===== src/rtl/sha256_pkg.sv =====
// Shared definitions for the sha256 core arbiter.
//   HASH_W / BYTE_W : digest and message-byte widths of the shared sha256 core
//   CNT_W           : width of the per-grant idle (timeout) counter
//   state_e         : arbiter FSM states
//   onehot_to_idx   : index of the set bit in a one-hot vector of up to 8 bits
package sha256_pkg;

    localparam int unsigned HASH_W = 256;
    localparam int unsigned BYTE_W = 8;
    localparam int unsigned CNT_W  = 16;

    typedef enum logic [2:0] {
        IDLE,
        CORE_RST,
        STREAM,
        WAIT_DONE,
        DELIVER
    } state_e;

    function automatic int unsigned onehot_to_idx(input logic [7:0] onehot);
        int unsigned idx;
        idx = 0;
        for (int unsigned i = 0; i < 8; i++) begin
            if (onehot[i]) begin
                idx = i;
            end
        end
        return idx;
    endfunction

endpackage


===== src/rtl/rr_arbiter.sv =====
// Combinational round-robin selector.
//   req   : request vector, one bit per requester
//   last  : index of the most recently granted requester
//   grant : one-hot winner, searching from last+1 upward and wrapping to 0;
//           zero when no request is pending
module rr_arbiter #(
    parameter int unsigned NUM_REQ = 4
) (
    input  logic [NUM_REQ-1:0]         req,
    input  logic [$clog2(NUM_REQ)-1:0] last,
    output logic [NUM_REQ-1:0]         grant
);

    localparam int unsigned IDX_W = $clog2(NUM_REQ);

    logic [IDX_W-1:0] idx;
    logic             found;

    always_comb begin
        grant = '0;
        found = 1'b0;
        idx   = '0;
        // Offset NUM_REQ lands back on last itself, so a lone requester still wins.
        for (int unsigned off = 1; off <= NUM_REQ; off++) begin
            idx = IDX_W'((32'(last) + off) % NUM_REQ);
            if (!found && req[idx]) begin
                grant[idx] = 1'b1;
                found      = 1'b1;
            end
        end
    end

endmodule


===== src/rtl/sha256_core_arbiter.sv =====
// Shares one sha256 core between NUM_REQ requesters.
//   clk, reset            : clock and synchronous active-high reset
//   req                   : per-requester level request, held until hash_valid or abort
//   req_byte/_valid/_done : per-requester message byte stream and end-of-message pulse
//   grant                 : one-hot current owner of the core (zero when free)
//   req_ready             : byte from requester i accepted this cycle
//   hash_valid            : one-cycle pulse, hash_out belongs to requester i
//   abort                 : one-cycle pulse, requester i dropped for going idle too long
//   hash_out              : last captured digest
//   core_*                : connection to the shared sha256 core
module sha256_core_arbiter
    import sha256_pkg::*;
#(
    parameter int unsigned NUM_REQ        = 4,
    parameter int unsigned TIMEOUT_CYCLES = 1024
) (
    input  logic                      clk,
    input  logic                      reset,
    input  logic [NUM_REQ-1:0]        req,
    input  logic [NUM_REQ*BYTE_W-1:0] req_byte,
    input  logic [NUM_REQ-1:0]        req_byte_valid,
    input  logic [NUM_REQ-1:0]        req_bytes_done,
    output logic [NUM_REQ-1:0]        grant,
    output logic [NUM_REQ-1:0]        req_ready,
    output logic [NUM_REQ-1:0]        hash_valid,
    output logic [NUM_REQ-1:0]        abort,
    output logic [HASH_W-1:0]         hash_out,
    output logic                      core_reset,
    output logic [BYTE_W-1:0]         core_byte_in,
    output logic                      core_byte_valid,
    output logic                      core_bytes_done,
    input  logic                      core_ready_for_bytes,
    input  logic                      core_done,
    input  logic [HASH_W-1:0]         core_hash
);

    localparam int unsigned      IDX_W    = $clog2(NUM_REQ);
    localparam logic [IDX_W-1:0] LAST_RST = IDX_W'(NUM_REQ - 1);
    localparam logic [CNT_W-1:0] CNT_MAX  = CNT_W'(TIMEOUT_CYCLES - 1);

    state_e              state_q, state_d;
    logic [NUM_REQ-1:0]  grant_q, grant_d;
    logic [IDX_W-1:0]    gidx_q, gidx_d;
    logic [IDX_W-1:0]    last_q, last_d;
    logic [CNT_W-1:0]    cnt_q, cnt_d;
    logic [HASH_W-1:0]   hash_q, hash_d;
    logic [NUM_REQ-1:0]  abort_q, abort_d;
    logic                core_rst_q, core_rst_d;

    logic [NUM_REQ-1:0]  winner;
    logic [IDX_W-1:0]    winner_idx;
    logic                byte_acc;
    logic                req_held;

    rr_arbiter #(
        .NUM_REQ (NUM_REQ)
    ) u_rr (
        .req   (req),
        .last  (last_q),
        .grant (winner)
    );

    assign winner_idx = IDX_W'(onehot_to_idx(8'(winner)));

    // Stream mux: only the granted requester reaches the core, and only in STREAM.
    always_comb begin
        core_byte_in    = '0;
        core_byte_valid = 1'b0;
        core_bytes_done = 1'b0;
        req_ready       = '0;
        byte_acc        = 1'b0;
        if (state_q == STREAM) begin
            for (int unsigned i = 0; i < NUM_REQ; i++) begin
                if (grant_q[i]) begin
                    core_byte_in = req_byte[i*BYTE_W +: BYTE_W];
                end
            end
            core_byte_valid = |(grant_q & req_byte_valid);
            core_bytes_done = |(grant_q & req_bytes_done);
            req_ready       = grant_q & req_byte_valid & {NUM_REQ{core_ready_for_bytes}};
            byte_acc        = |req_ready;
        end
    end

    assign req_held = |(grant_q & req);

    always_comb begin
        state_d    = state_q;
        grant_d    = grant_q;
        gidx_d     = gidx_q;
        last_d     = last_q;
        cnt_d      = cnt_q;
        hash_d     = hash_q;
        abort_d    = '0;
        core_rst_d = 1'b0;
        unique case (state_q)
            IDLE: begin
                if (|req) begin
                    grant_d = winner;
                    gidx_d  = winner_idx;
                    state_d = CORE_RST;
                end
            end
            CORE_RST: begin
                cnt_d   = '0;
                state_d = STREAM;
            end
            STREAM: begin
                cnt_d = byte_acc ? '0 : cnt_q + 1'b1;
                if (!req_held) begin
                    // Requester withdrew: silent abort.
                    grant_d    = '0;
                    last_d     = gidx_q;
                    core_rst_d = 1'b1;
                    state_d    = IDLE;
                end else if (core_bytes_done) begin
                    state_d = WAIT_DONE;
                end else if (!byte_acc && cnt_q == CNT_MAX) begin
                    abort_d    = grant_q;
                    grant_d    = '0;
                    last_d     = gidx_q;
                    core_rst_d = 1'b1;
                    state_d    = IDLE;
                end
            end
            WAIT_DONE: begin
                if (!req_held) begin
                    grant_d    = '0;
                    last_d     = gidx_q;
                    core_rst_d = 1'b1;
                    state_d    = IDLE;
                end else if (core_done) begin
                    hash_d  = core_hash;
                    state_d = DELIVER;
                end
            end
            DELIVER: begin
                grant_d = '0;
                last_d  = gidx_q;
                state_d = IDLE;
            end
            default: begin
                state_d = IDLE;
            end
        endcase
    end

    always_ff @(posedge clk) begin
        if (reset) begin
            state_q    <= IDLE;
            grant_q    <= '0;
            gidx_q     <= '0;
            last_q     <= LAST_RST;
            cnt_q      <= '0;
            hash_q     <= '0;
            abort_q    <= '0;
            // Keeps the core in reset for one extra cycle after reset releases.
            core_rst_q <= 1'b1;
        end else begin
            state_q    <= state_d;
            grant_q    <= grant_d;
            gidx_q     <= gidx_d;
            last_q     <= last_d;
            cnt_q      <= cnt_d;
            hash_q     <= hash_d;
            abort_q    <= abort_d;
            core_rst_q <= core_rst_d;
        end
    end

    assign grant      = grant_q;
    assign abort      = abort_q;
    assign hash_out   = hash_q;
    assign hash_valid = (state_q == DELIVER) ? grant_q : '0;
    assign core_reset = reset | core_rst_q | (state_q == CORE_RST);

endmodule


===== config.mk =====
export PLATFORM = sky130hd
export DESIGN_NAME = sha256_core_arbiter
export DESIGN_NICKNAME = d
export VERILOG_FILES = /design/src/rtl/sha256_pkg.sv /design/src/rtl/rr_arbiter.sv /design/src/rtl/sha256_core_arbiter.sv
export SDC_FILE = /design/constraint.sdc
export NUM_CORES = 1
export LEC_CHECK = 0
export BUFFER_PORTS_ARGS = -buffer_cell sky130_fd_sc_hd__buf_4
export CAP_MARGIN = 15
export CELL_PAD_IN_SITES_DETAIL_PLACEMENT = 1
export CELL_PAD_IN_SITES_GLOBAL_PLACEMENT = 1
export CORE_AREA = 5 5 226 228
export DETAILED_ROUTE_END_ITERATION = 16
export DIE_AREA = 0 0 231 233
export GPL_ROUTABILITY_DRIVEN = 1
export GPL_TIMING_DRIVEN = 0
export PLACE_DENSITY = 0.65
export SETUP_SLACK_MARGIN = 0.2
export SLEW_MARGIN = 20
export SYNTH_ARGS = -nofsm -noshare
export SYNTH_HDL_FRONTEND = slang
export SYNTH_HIERARCHICAL = 1
export SYNTH_SLANG_ARGS = --single-unit

===== constraint.sdc =====
create_clock -name clk -period 3.43 [get_ports clk]
set_input_delay 0.686 -clock clk [delete_from_list [all_inputs] [get_ports clk]]
set_output_delay 0.686 -clock clk [all_outputs]
set_load 0.02 [all_outputs]

* After elaboration in Yosys (flattened, before gate mapping)
Cells that the tools add are included.
** Cells by class
- Reductions and logical operators :: 27
- Div/mod/pow operators :: 0
- Muxes and demuxes :: 61
- Multiply operators :: 0
- Add/sub/neg operators :: 5
- Bitwise logic cells :: 12
- Magnitude comparators :: 8
- Shift operators :: 0
- Equal/unequal tests :: 11
** Operators with widths (count)
- 4-bit two-way mux :: 11
- 8-bit two-way mux :: 5
- 16-bit one-hot mux with 2 select lines :: 1
- 4-bit OR reduction :: 5
- 1-bit two-way mux :: 19
- 3-bit two-way mux :: 6
- 16-bit by 1-bit adder with 16-bit output (second input constant) :: 1
- 4-bit bitwise AND :: 4
- 16-bit by 10-bit == test with 1-bit output (second input constant) :: 1
- 16-bit two-way mux :: 1
- 4-bit one-hot mux with 4 select lines :: 1
- 2-bit by 3-bit less-than comparator with 1-bit output (second input constant) :: 4
- 2-bit two-way mux :: 6
- 4-bit OR :: 3
- 3-bit one-hot mux with 4 select lines :: 1
- 1-bit binary-select mux with 2-bit select :: 4
- 1-bit demux with 2-bit select :: 4
- 2-bit by 1-bit >= comparator with 1-bit output (second input constant) :: 4
- 1-bit logical AND :: 8
- 3-bit by 2-bit == test with 1-bit output (second input constant) :: 2
- 3-bit != test (second input constant) :: 2
- 2-bit one-hot mux with 3 select lines :: 1
- 3-bit AND reduction :: 2
- 5-bit AND reduction :: 1
- 18 further kinds :: 27
** Word-level totals
- Flip-flop bits (word level) :: 288
- Latch bits :: 0
- Logic and storage cells :: 132
- Input bits :: 304
- Memories kept :: 0
- Output and inout port bits :: 283
- Bits in read-only memories :: 0
- RAM bits :: 0

* Depth between registers and ports, before layout
Gate-level depths: netlist (run 1).
- Word-level depth :: 16
- Depth in mapped cells :: 12
- Depth with buffers taken out :: 11

* Cells and area by module
Netlist (run 1), hierarchy kept.
** By module, submodules not included
- sha256_core_arbiter :: cells each 1378, seq. area each 5765.5 sq um, area each 10766.6 sq um, instances 1
- rr_arbiter :: cells each 38, seq. area each 0.0 sq um, area each 357.8 sq um, instances 1

* Worst setup path after synthesis (run 1)
No wires, ideal clock.
- Path kind :: register to register
- Start point :: register last_q[0]
- End point :: register gidx_q[0]
- Setup slack :: 0.870 ns
- Data required time :: 3.302 ns
- Path buffers :: 0
- Period minus slack after synthesis :: 2.560 ns
- Stages on the path, launching flop included :: 12
- Arrival :: 2.433 ns
- Library setup time :: 0.128 ns
- Cell sequence :: dfxtp_1 > inv_1 > ha_1 > mux4_1 > nor4b_4 > nand2_1 > o211ai_1 > inv_1 > a21oi_1 > nor2_1 > a21oi_1 > nor2_1
** Between the ends
- Elaborated cells between the ends (all ways) :: 51
- Those cells by class :: add/sub (4); order compare (8); mux (26); bitwise (3); reduce/logical (10)
** RTL lines
- start, declared :: line sha256_core_arbiter.sv:44 : logic [IDX_W-1:0] last_q, last_d;
- start signal, assigned :: line sha256_core_arbiter.sv:163 : last_q <= last_d;
- branches (longest 12 deep; another with 2-bit by 3-bit less-than comparator with 1-bit output)
- 4-bit two-way mux * :: line rr_arbiter.sv:26 : if (!found && req[idx]) begin
- via winner[2] :: line sha256_core_arbiter.sv:50 : logic [NUM_REQ-1:0] winner;
- 2-bit two-way mux * (2 in series) :: line sha256_pkg.sv:24 : if (onehot[i]) begin
- end signal, assigned :: line sha256_core_arbiter.sv:162 : gidx_q <= gidx_d;
- end, declared :: line sha256_core_arbiter.sv:43 : logic [IDX_W-1:0] gidx_q, gidx_d;
Mark *: on every way through the listed nets, which the timed path passes. The select of a mux whose other input is x is not followed.
A chain may end at the register's enable or synchronous reset.

* Final worst setup path (run 1)
- Start point :: register state_q[0]
- End point :: output port core_byte_in[7]
** Between the ends
- Longest elaborated chain between the ends :: 2
** Ends and longest elaborated chain
- start, declared :: line sha256_core_arbiter.sv:41 : state_e state_q, state_d;
- start signal, assigned :: line sha256_core_arbiter.sv:160 : state_q <= state_d;
- 3-bit by 2-bit == test with 1-bit output :: line sha256_core_arbiter.sv:72 : if (state_q == STREAM) begin
- 8-bit two-way mux :: line sha256_core_arbiter.sv:72
- end, declared :: line sha256_core_arbiter.sv:29 : output logic [BYTE_W-1:0] core_byte_in,
Every way passes these cells.

==> flow_summary.toml, run 1 <==
[sta]
tns_ns = 0
fmax_mhz = 330
hold_viol = 0
worstMarginPinSlew_ns = 0.835
finalCritPeriodShare_pct = 88.5
slew_viol_final = 0
setup_viol = 0
rsz0062_at_grt = "no"
relSlewSlack_pct = 44.2
fin_worst_skew_ns = 0.0154
min_period_ns = 3.03

[die]
die_area_mm2 = 0.0538
die_h_um = 233
pin_count = 587
core_area_mm2 = 0.0486
initial_core_util_pct = 22.9
rows = 81
die_width_um = 231

[drt]
drc = 0
first_iter_violations = 364
drt-total-wl_um = 51200
vias_per_cell = 4.53
via_count = 12200
drtAntennaViolNets = 0
drt_pass1_iterations = 4
wl_per_cell_um = 19.1

[grt]
gr-usage-met1_pct = 19.9
met2_usage_pct = 31.8
grt_max_degree = 13
grt_usage_pct = 17.9
grt.busiest_layer = "met2"
grt_pass1_wl_um = 76000
grt_remaining_overflow = 0
grt_pass1_vias = 12800
grt_antenna_before_repair = 0
grt_util_met3_pct = 6.69

[clock_tree]
cts_max_level = 2
cts_tree = "built"
cts_hold_buf = 0
cts_setup_buffers = 0
cts_resized = 0
cts-root-buf = "clkbuf_16"
cts.clk_slew.worst_paths_ns = 0.06
numCtsBuffers = 36
clockBufferDepth = 3
clock_sinks = 288
worstSkewPairLatency_ns = 0.54

[logic_synthesis]
synthDistinctLibCells = 54
synth_area_leader_cell = "dfxtp_1"
synth_area_mm2 = 0.0111
avgSynthCellArea_um2 = 7.86
synth_edf_count = 0
synth_ff_type = "dfxtp_1"
synthCells = 1416
synth_seq_cells = 288
synth_area_leaders = "dfxtp_1 52%, nand2_1 18%, a21oi_1 13%, clkbuf_1 2.2%, ha_1 1.0%"
yosysWarnings = 6
synthArstFlopShare_pct = 0
synth_fp_nets = 1729
synth_seq_area_share_pct = 51.8
synth_top_area_share_pct = 51.8

[critical_path]
crit_path_start_kind = "register"
crit_fanout = 10
cp.arrival_ns = 2.35
crit_start = "state_q[0]"
crit_chain = "clkbuf_1, or3b_1, buf_6, clkbuf_1, nor2_1, buf_4"
crit_type = "register to output pin"
slowest_delay_ns = 0.49
r2r-end = "gidx_q[0]"
crit_top_cell = "clkbuf_1"
cp_slowest_cell = "clkbuf_1"
r2r_start = "last_q[0]"
reg2reg_depth = 11
worst-r2r-setup-slack_ns = 0.54
critPathCaptureType = "output pin"
cp.required_ns = 2.74

[finish]
n_antenna_cell = 0
nets = 2352
drive_gt1_share_pct = 33.7
syn_to_final_growth_pct = 58.2

[power]
vdd_drop_max_v = 0.000287
p_leak_nw = 7.24
power_density_mw_per_mm2 = 478
total_power_mw = 8.41

[place]
port_buffers = 585
gp_congestion = 0.864
hpwl_um = 40500

[status]
run_status = "completed"

[min_path]
hold_path_depth = 3
hp-class = "primary input to register"
hold_path_end = "hash_out[78]"
hold_path_startpoint = "core_hash[78]"

[flow_run]
maxCapViolCount = 0
==> worst max path at each step <==
stage                 endpoint  slack [ns]  cells after the start
2_1_floorplan        gidx_q[0]        0.87                     11
4_1_cts        core_byte_valid        0.31                      6
3_3_place_gp     hash_out[223]        0.29                      8
5_1_grt        core_byte_in[7]        0.24                      6
6_report       core_byte_in[7]        0.40                      6
3_5_place_dp     hash_out[225]        0.24                      8
==> cell usage after synthesis (4+ instances only) <==
master / n
a211oi_1: 4
a311oi_1: 9
dfxtp_1: 288
and2_1: 7
a221oi_1: 8
ha_1: 9
nor3b_1: 4
buf_2: 19
buf_1: 4
nand3_1: 8
clkbuf_1: 66
nor2b_1: 12
mux2i_1: 4
nand2_1: 546
a22oi_1: 5
o211ai_1: 6
a21oi_1: 284
and3_1: 8
inv_1: 13
nor3_1: 16
nor2_1: 30
buf_4: 14
==> cell type report <==
| type | instances | area [µm²] |
|---|---|---|
| Fill cell | 5907 | 31000 |
| Sequential cell | 288 | 5770 |
| Multi-Input combinational cell | 1010 | 4830 |
| Timing Repair Buffer | 585 | 4390 |
| Clock buffer | 50 | 1090 |
| Tap cell | 622 | 778 |
| Buffer | 105 | 487 |
| Clock inverter | 14 | 213 |
| Inverter | 13 | 48.8 |
==> cells by family (layout without fill, tap and decap cells) <==
| kind of cell | Yosys count | count (layout) | share of synthesized area [%] |
|---|---|---|---|
| AO/OA/AOI/OAI | 344 | 344 | 17.2 |
| XOR/XNOR | 1 | 1 | 0.0787 |
| adder cells (fa/ha/maj) | 9 | 9 | 1.01 |
| buffers and inverters | 118 | 767 | 4.80 |
| flip-flops | 288 | 288 | 51.8 |
| multiplexers | 8 | 8 | 1.24 |
| AND/OR/NAND/NOR | 648 | 648 | 23.8 |
==> routing by layer <==
layer  vias up  share of wire, %
met4         0               2.8
li1       5949                 -
met3        82               8.9
met1      5708                39
met5         -                 0
met2       432                50
==> layout by cell type, fill, tap and decap left out, types with 12 or more instances in the layout <==
master and instances:
dfxtp_1 288, buf_2 19, clkbuf_16 38, clkbuf_1 68, inv_1 13, nor2b_1 12, nor3_1 16, nor2_1 30
nand2_1 546, buf_4 599, a21oi_1 283
==> power by group <==
group          leakage (nW)  switching (mW)  total (mW)  internal [mW]
Sequential             2.32          0.0397        3.42           3.38
Combinational          4.28           0.446       0.865          0.419
Clock                 0.642            1.53        4.12           2.59
==> state kept, by name, indices dropped and copies added, names as in the netlist <==
name / count
abort: 4
cnt_q: 16
core_rst_q: 1
gidx_q: 2
grant: 4
hash_out: 256
last_q: 2
state_q: 3
==> critical path: cells and delay by family (launching register included) <==
| family | cells | cell delay (ns) |
|---|---|---|
| buffers and inverters | 4 | 1.15 |
| AND/OR/NAND/NOR | 2 | 0.35 |
| flip-flops | 1 | 0.30 |
==> stage by stage <==
| step | setup WS, ns | cell area [µm²] | utilization (%) | hold WS, ns | cells |
|---|---|---|---|---|---|
| floorplan | 0.870 | 11100 | - | 0.449 | 1416 |
| finish | 0.395 | 17600 | 36.2 | 0.390 | 2687 |
| detailed placement | 0.242 | 16300 | 33.5 | 0.448 | 2623 |
| global placement | 0.285 | 16300 | 33.5 | 0.443 | 2623 |
| global route | 0.238 | 17600 | 36.2 | 0.366 | 2687 |
| CTS | 0.305 | 17600 | 36.2 | 0.349 | 2687 |
(Power assumes the default switching activity.)
==> inputs of run 2 (changes only) <==
ABC_AREA = 1   (was not set)
CORE_AREA = 5 5 224 226   (was 5 5 226 228)
DIE_AREA = 0 0 229 231   (was 0 0 231 233)
PLACE_DENSITY = 0.72   (was 0.65)
==> run 2 against run 1 <==
Net effect:
- global-route usage rose by 3.1 points
- hold slack improved by 0.011 ns
- sequential cell count did not move
- setup slack improved by 0.078 ns
- register-to-register slack improved by 0.43 ns
- die area fell by 1.7%
==> flow_summary.toml, run 2 <==
[die]
die_area_mm2 = 0.0529
core_area_mm2 = 0.0481
pin_count = 587
die_h_um = 231
initial_core_util_pct = 28.7
die_width_um = 229
rows = 81

[logic_synthesis]
synth_top_area_share_pct = 41.7
synthCells = 1557
synth.most_common_cell = "nand2_1"
yosysWarnings = 6
synth_ff_type = "dfxtp_1"
synthArstFlopShare_pct = 0
synth_seq_area_share_pct = 41.7
synthDistinctLibCells = 35
synth_edf_count = 0
synth_area_leader_cell = "dfxtp_1"
synth_area_leaders = "dfxtp_1 42%, nand3_2 15%, a21oi_2 13%, nand2_1 9.8%, nand3_1 3.7%"
synth_area_mm2 = 0.0138
synth_fp_nets = 1870
synthTopCellsByCount = "360 x nand2_1, 288 x dfxtp_1, 202 x nand3_2"
synth_seq_cells = 288
avgSynthCellArea_um2 = 8.88

[place]
gp_congestion = 0.872
dp_slack_ns = 0.392
port_buffers = 584
hpwl_um = 46000

[drt]
first_iter_violations = 541
drtAntennaViolNets = 0
vias_per_cell = 4.76
drc = 0
wl_per_cell_um = 20.6
drt-total-wl_um = 58300
via_count = 13500
drt_pass1_iterations = 5

[critical_path]
crit_path_start_kind = "register"
crit_type = "register to output pin"
cp.arrival_ns = 2.27
r2r_start = "last_q[0]"
critPathCaptureType = "output pin"
path_buf_inv = 4
reg2reg_depth = 12
crit_chain = "clkbuf_1, inv_1, buf_2, nor2_1, o21ai_0, o21ai_0, a21oi_1, buf_4"
cp_slowest_cell = "dfxtp_1"
cp-endpoint = "core_byte_in[3]"
slowest_delay_ns = 0.43
crit_fanout = 10
crit_start = "grant[1]"
crit_top_cell = "o21ai_0"
cp.required_ns = 2.74
r2r-end = "grant[3]"
cp.depth = 8
cpLargestDelayFamily = "buffers and inverters"
worst-r2r-setup-slack_ns = 0.97

[power]
power_density_mw_per_mm2 = 479
vdd_drop_max_v = 0.000279
p_leak_nw = 7.70

[clock_tree]
clock_sinks = 288
cts-root-buf = "clkbuf_16"
cts_resized = 0
cts_hold_buf = 0
clockBufferDepth = 3
numCtsBuffers = 36
cts_max_level = 2
cts_setup_buffers = 0
cts.clk_slew.worst_paths_ns = 0.06
worstSkewPairLatency_ns = 0.55
cts_tree = "built"

[finish]
largest_reg_flops = 256
drive_gt1_share_pct = 52.1
fill_cells = 5672
multi_input_area_mm2 = 0.00693
final_common_cell = "buf_4"
most-common-layout-cells = "585 x buf_4, 360 x nand2_1, 288 x dfxtp_1"
finish.utilization_pct = 42.0
syn_to_final_growth_pct = 46.3
register_area_mm2 = 0.00577
nets = 2492

[sta]
worstMarginPinSlew_ns = 0.804
hold_viol = 0
min_period_ns = 2.96
slew_viol_final = 0
rsz0062_at_grt = "no"
setup_ws_ns = 0.473
setup_viol = 0
fmax_mhz = 338
finalCritPeriodShare_pct = 86.2
fin_worst_skew_ns = 0.0199
relSlewSlack_pct = 46.4
tns_ns = 0

[grt]
grt_max_degree = 13
grt_remaining_overflow = 0
grt_antenna_before_repair = 3
grt_pass1_vias = 14700
grt_usage_pct = 21.0
grt_pass1_wl_um = 87600

[flow_run]
maxCapViolCount = 0

[min_path]
hp-class = "primary input to register"

[status]
run_status = "completed"
## run 2: cell types whose count changed after synthesis, moves of 10 or more
cell,delta
nor2b_1,-12
inv_1,+29
buf_12,+22
nand3_1,+93
a21oi_1,-192
a21oi_2,+198
o21ai_0,+33
clkbuf_1,-22
nor3_1,-10
nor2_1,+19
nand2_1,-186
buf_2,+30
nand3_2,+202
buf_4,-13
## run 2: worst min path at each step
stage | end | startpoint | slack (ns) | cells after the start
after global routing | hash_out[79] | core_hash[79] | 0.37 | 3
final | hash_out[4] | core_hash[4] | 0.40 | 3
after detailed placement | hash_out[202] | hash_out[202] | 0.45 | 2
after floorplan | cnt_q[14] | cnt_q[14] | 0.44 | 2
after CTS | hash_out[5] | core_hash[5] | 0.36 | 3
after global placement | hash_out[188] | hash_out[188] | 0.45 | 2
## run 2: cell families after synthesis
family	synth area share [%]
buf+inv	8.17
simple gates	31.4
flops	41.7
xor+xnor	0.190
fa+ha+maj	0.814
compound gates	17.7
## run 2: report_power, final
group	total, mW	switching (mW)	internal, mW
Combinational	2.10	1.30	0.802
Sequential	3.57	0.110	3.46
Clock	4.02	1.57	2.45
Total	9.69	2.98	6.71
## run 2: metrics by stage
step	total power, mW	cells	hold WS (ns)	cell area, µm²
after floorplan	4.89	1557	0.444	13800
after global placement	5.71	2763	0.449	19000
after detailed placement	5.75	2763	0.455	19000
after CTS	9.83	2826	0.364	20200
after global routing	10.2	2827	0.371	20200
final	9.69	2828	0.401	20200
## run 2: area by class of cell
class	count	share of cell area, %
clock buffer	50	5.21
multi-input combinational	1096	34.3
inverter	50	0.952
sequential	288	28.5
buffer	123	4.63
antenna	2	0.0247
timing repair buffer	584	21.7
tap	622	3.85
clock inverter	13	0.915
## run 2: routing by layer
layer | global-route usage, % | vias up | share of wire, %
li1 | - | 6474 | -
met1 | 23.5 | 6476 | 39
met2 | 36.8 | 411 | 50
met3 | 7.53 | 96 | 8.1
met4 | 7.80 | 2 | 3.4
met5 | 0 | - | 0.034
## run 2: worst register-to-register path, stage by stage (launching register included)
cell,delay (ns)
dfxtp_1,0.61
inv_2,0.21
ha_1,0.38
inv_1,0.11
nand3_2,0.14
nand2_4,0.12
nand2_4,0.07
nor2_4,0.14
nand2_1,0.06
nand3_1,0.13
nor3b_1,0.24
nor2_1,0.08
nor2_1,0.09
==> inputs of run 3 (changes only) <==
PLACE_DENSITY = 0.75   (was 0.72)
clock period = 2.7 ns   (was 3.43 ns; I/O delays follow)
==> run 3 against run 2 <==
Net effect:
- global-route usage hardly changed
- clock power is 28% higher
- non-clock buffer count is 7 higher
- total power is 29% higher
- via count is 1.3% higher
- setup slack worse by 0.19 ns
- die area stayed put
- sequential cell count stayed put
- cell count is 0.42% higher
- sequential power is 27% higher
- register-to-register slack worse by 0.60 ns
- critical path type unchanged
- critical endpoint is now core_byte_in[4]
- largest cell class unchanged
- largest power group unchanged
==> flow_summary.toml, run 3 (same netlist as run 2, synthesis figures left out) <==
[place]
detailed_place.area_mm2 = 0.0190
hpwl_um = 45800
gp_congestion = 0.902
port_buffers = 584

[sta]
fin_hold_ws_ns = 0.250
setup_viol = 0
finalCritPeriodShare_pct = 89.3
fin_worst_skew_ns = 0.0239
min_period_ns = 2.41
worstMarginPinSlew_ns = 0.863
fmax_mhz = 415
rsz0062_at_grt = "yes"
relSlewSlack_pct = 42.5
hold_viol = 0
slew_viol_final = 0

[clock_tree]
clockBufferDepth = 3
cts_max_level = 2
cts_tree = "built"
worstSkewPairLatency_ns = 0.55
cts-root-buf = "clkbuf_16"
cts.clk_slew.worst_paths_ns = 0.06
numCtsBuffers = 38
clock_sinks = 288

[grt]
grt_remaining_overflow = 0
grt_antenna_before_repair = 1
grt_usage_pct = 21.0
grt_pass1_vias = 15100
grt_max_degree = 13
grt_pass1_wl_um = 87900

[critical_path]
cp.arrival_ns = 1.87
crit_path_start_kind = "register"
r2r-end = "grant[3]"
crit_type = "register to output pin"
slowest_delay_ns = 0.36
critPathCaptureType = "output pin"
cpLargestDelayFamily = "buffers and inverters"
reg2reg_depth = 12
path_buf_inv = 4
worst-r2r-setup-slack_ns = 0.37
cp_slowest_cell = "dfxtp_4"
r2r_start = "last_q[1]"
crit_fanout = 10
cp.required_ns = 2.16
crit_chain = "clkbuf_8, inv_4, buf_6, nor2_1, o21ai_0, o21ai_1, a21oi_1, buf_4"

[status]
run_status = "completed"

[power]
vdd_drop_max_v = 0.000452
p_leak_nw = 7.79
power_density_mw_per_mm2 = 612
total_power_mw = 12.5

[die]
initial_core_util_pct = 28.7
die_area_mm2 = 0.0529
rows = 81
pin_count = 587
core_area_mm2 = 0.0481
die_width_um = 229
die_h_um = 231

[min_path]
hp-class = "primary input to register"
hold_path_end = "hash_out[79]"
hold_path_depth = 3
hold_path_startpoint = "core_hash[79]"

[drt]
vias_per_cell = 4.80
wl_per_cell_um = 20.5
drt_pass1_iterations = 4
via_count = 13600
drt-total-wl_um = 58100
first_iter_violations = 428
drtAntennaViolNets = 0
drc = 0

[finish]
drive_gt1_share_pct = 52.9
final_common_cell = "buf_4"
nets = 2501
fill_cells = 5666
syn_to_final_growth_pct = 47.3
largest_reg_flops = 256
final_area_mm2 = 0.0204
most-common-layout-cells = "592 x buf_4, 360 x nand2_1, 282 x dfxtp_1"

[flow_run]
maxCapViolCount = 0
==> run 3: cell types whose count changed in the layout (fill, tap and decap cells not counted), sizes merged <==
cell,previous run,this run
buf,663,670
clkinvlp,2,1
inv,50,51
clkbuf,94,103
clkinv,7,6
bufinv,4,1
==> run 3: power by group <==
| group | total, mW | leakage, nW | internal (mW) | switching, mW |
|---|---|---|---|---|
| Combinational | 2.79 | 4.83 | 1.09 | 1.70 |
| Sequential | 4.55 | 2.32 | 4.40 | 0.142 |
| Clock | 5.14 | 0.637 | 3.15 | 1.99 |
| Total | 12.5 | 7.79 | 8.64 | 3.83 |
==> run 3: stage by stage <==
stage / utilization (%) / setup slack [ns] / TNS, ns / cells
floorplan: - / 0.691 / 0 / 1557
global placement: 39.4 / 0.00231 / 0 / 2763
detailed placement: 39.4 / -0.131 / -6.51 / 2763
CTS: 42.2 / 0.183 / 0 / 2835
global route: 42.3 / 0.195 / 0 / 2838
finish: 42.3 / 0.288 / 0 / 2840
==> run 3: area by class of cell <==
| class | count | area [µm²] | area share, % |
|---|---|---|---|
| diodes | 2 | 5.00 | 0.0246 |
| plain buffers | 123 | 963 | 4.73 |
| clock buffers | 59 | 1200 | 5.90 |
| clock inverters | 9 | 80.1 | 0.393 |
| inverters | 50 | 201 | 0.989 |
| multi-input cells | 1096 | 6930 | 34.0 |
| flip-flops and latches | 288 | 5780 | 28.3 |
| well taps | 622 | 778 | 3.82 |
| repair buffers | 591 | 4440 | 21.8 |
==> run 3: worst register-to-register path: stages (launching register included) <==
cell     delay, ns
dfxtp_2       0.43
inv_1         0.19
ha_1          0.37
inv_1         0.11
nand3_2       0.15
nand2_4       0.13
nand2_4       0.07
nor2_4        0.14
nand2_1       0.08
nand3_1       0.15
nor3b_1       0.26
nor2_1        0.08
nor2_1        0.10
==> run 3: what timing repair did <==
item	CTS	global route
gates cloned	1	0
pin swaps	1	3
endpoints found under the setup margin	11	13
setup buffers	3	3
resized for setup	15	18
hold buffers	0	0
endpoints found under the hold margin	0	0
==> run 3: per-layer routing <==
metal | track usage (%) | vias to the layer above | wire [µm]
met5 | 0 | - | 0
met4 | 7.99 | 0 | 2130
met3 | 7.42 | 110 | 4650
met2 | 38.1 | 411 | 29800
met1 | 22.3 | 6586 | 21600
li1 | - | 6528 | -
==> run 3: worst max path at each step <==
| stage | from | depth (start not counted) | endpoint |
|---|---|---|---|
| 2_1_floorplan | grant[1] | 7 | core_byte_in[0] |
| 3_3_place_gp | reset | 4 | hash_out[135] |
| 3_5_place_dp | reset | 4 | hash_out[139] |
| 4_1_cts | grant[2] | 5 | core_byte_in[4] |
| 5_1_grt | last_q[0] | 12 | grant[3] |
| 6_report | grant[1] | 8 | core_byte_in[4] |
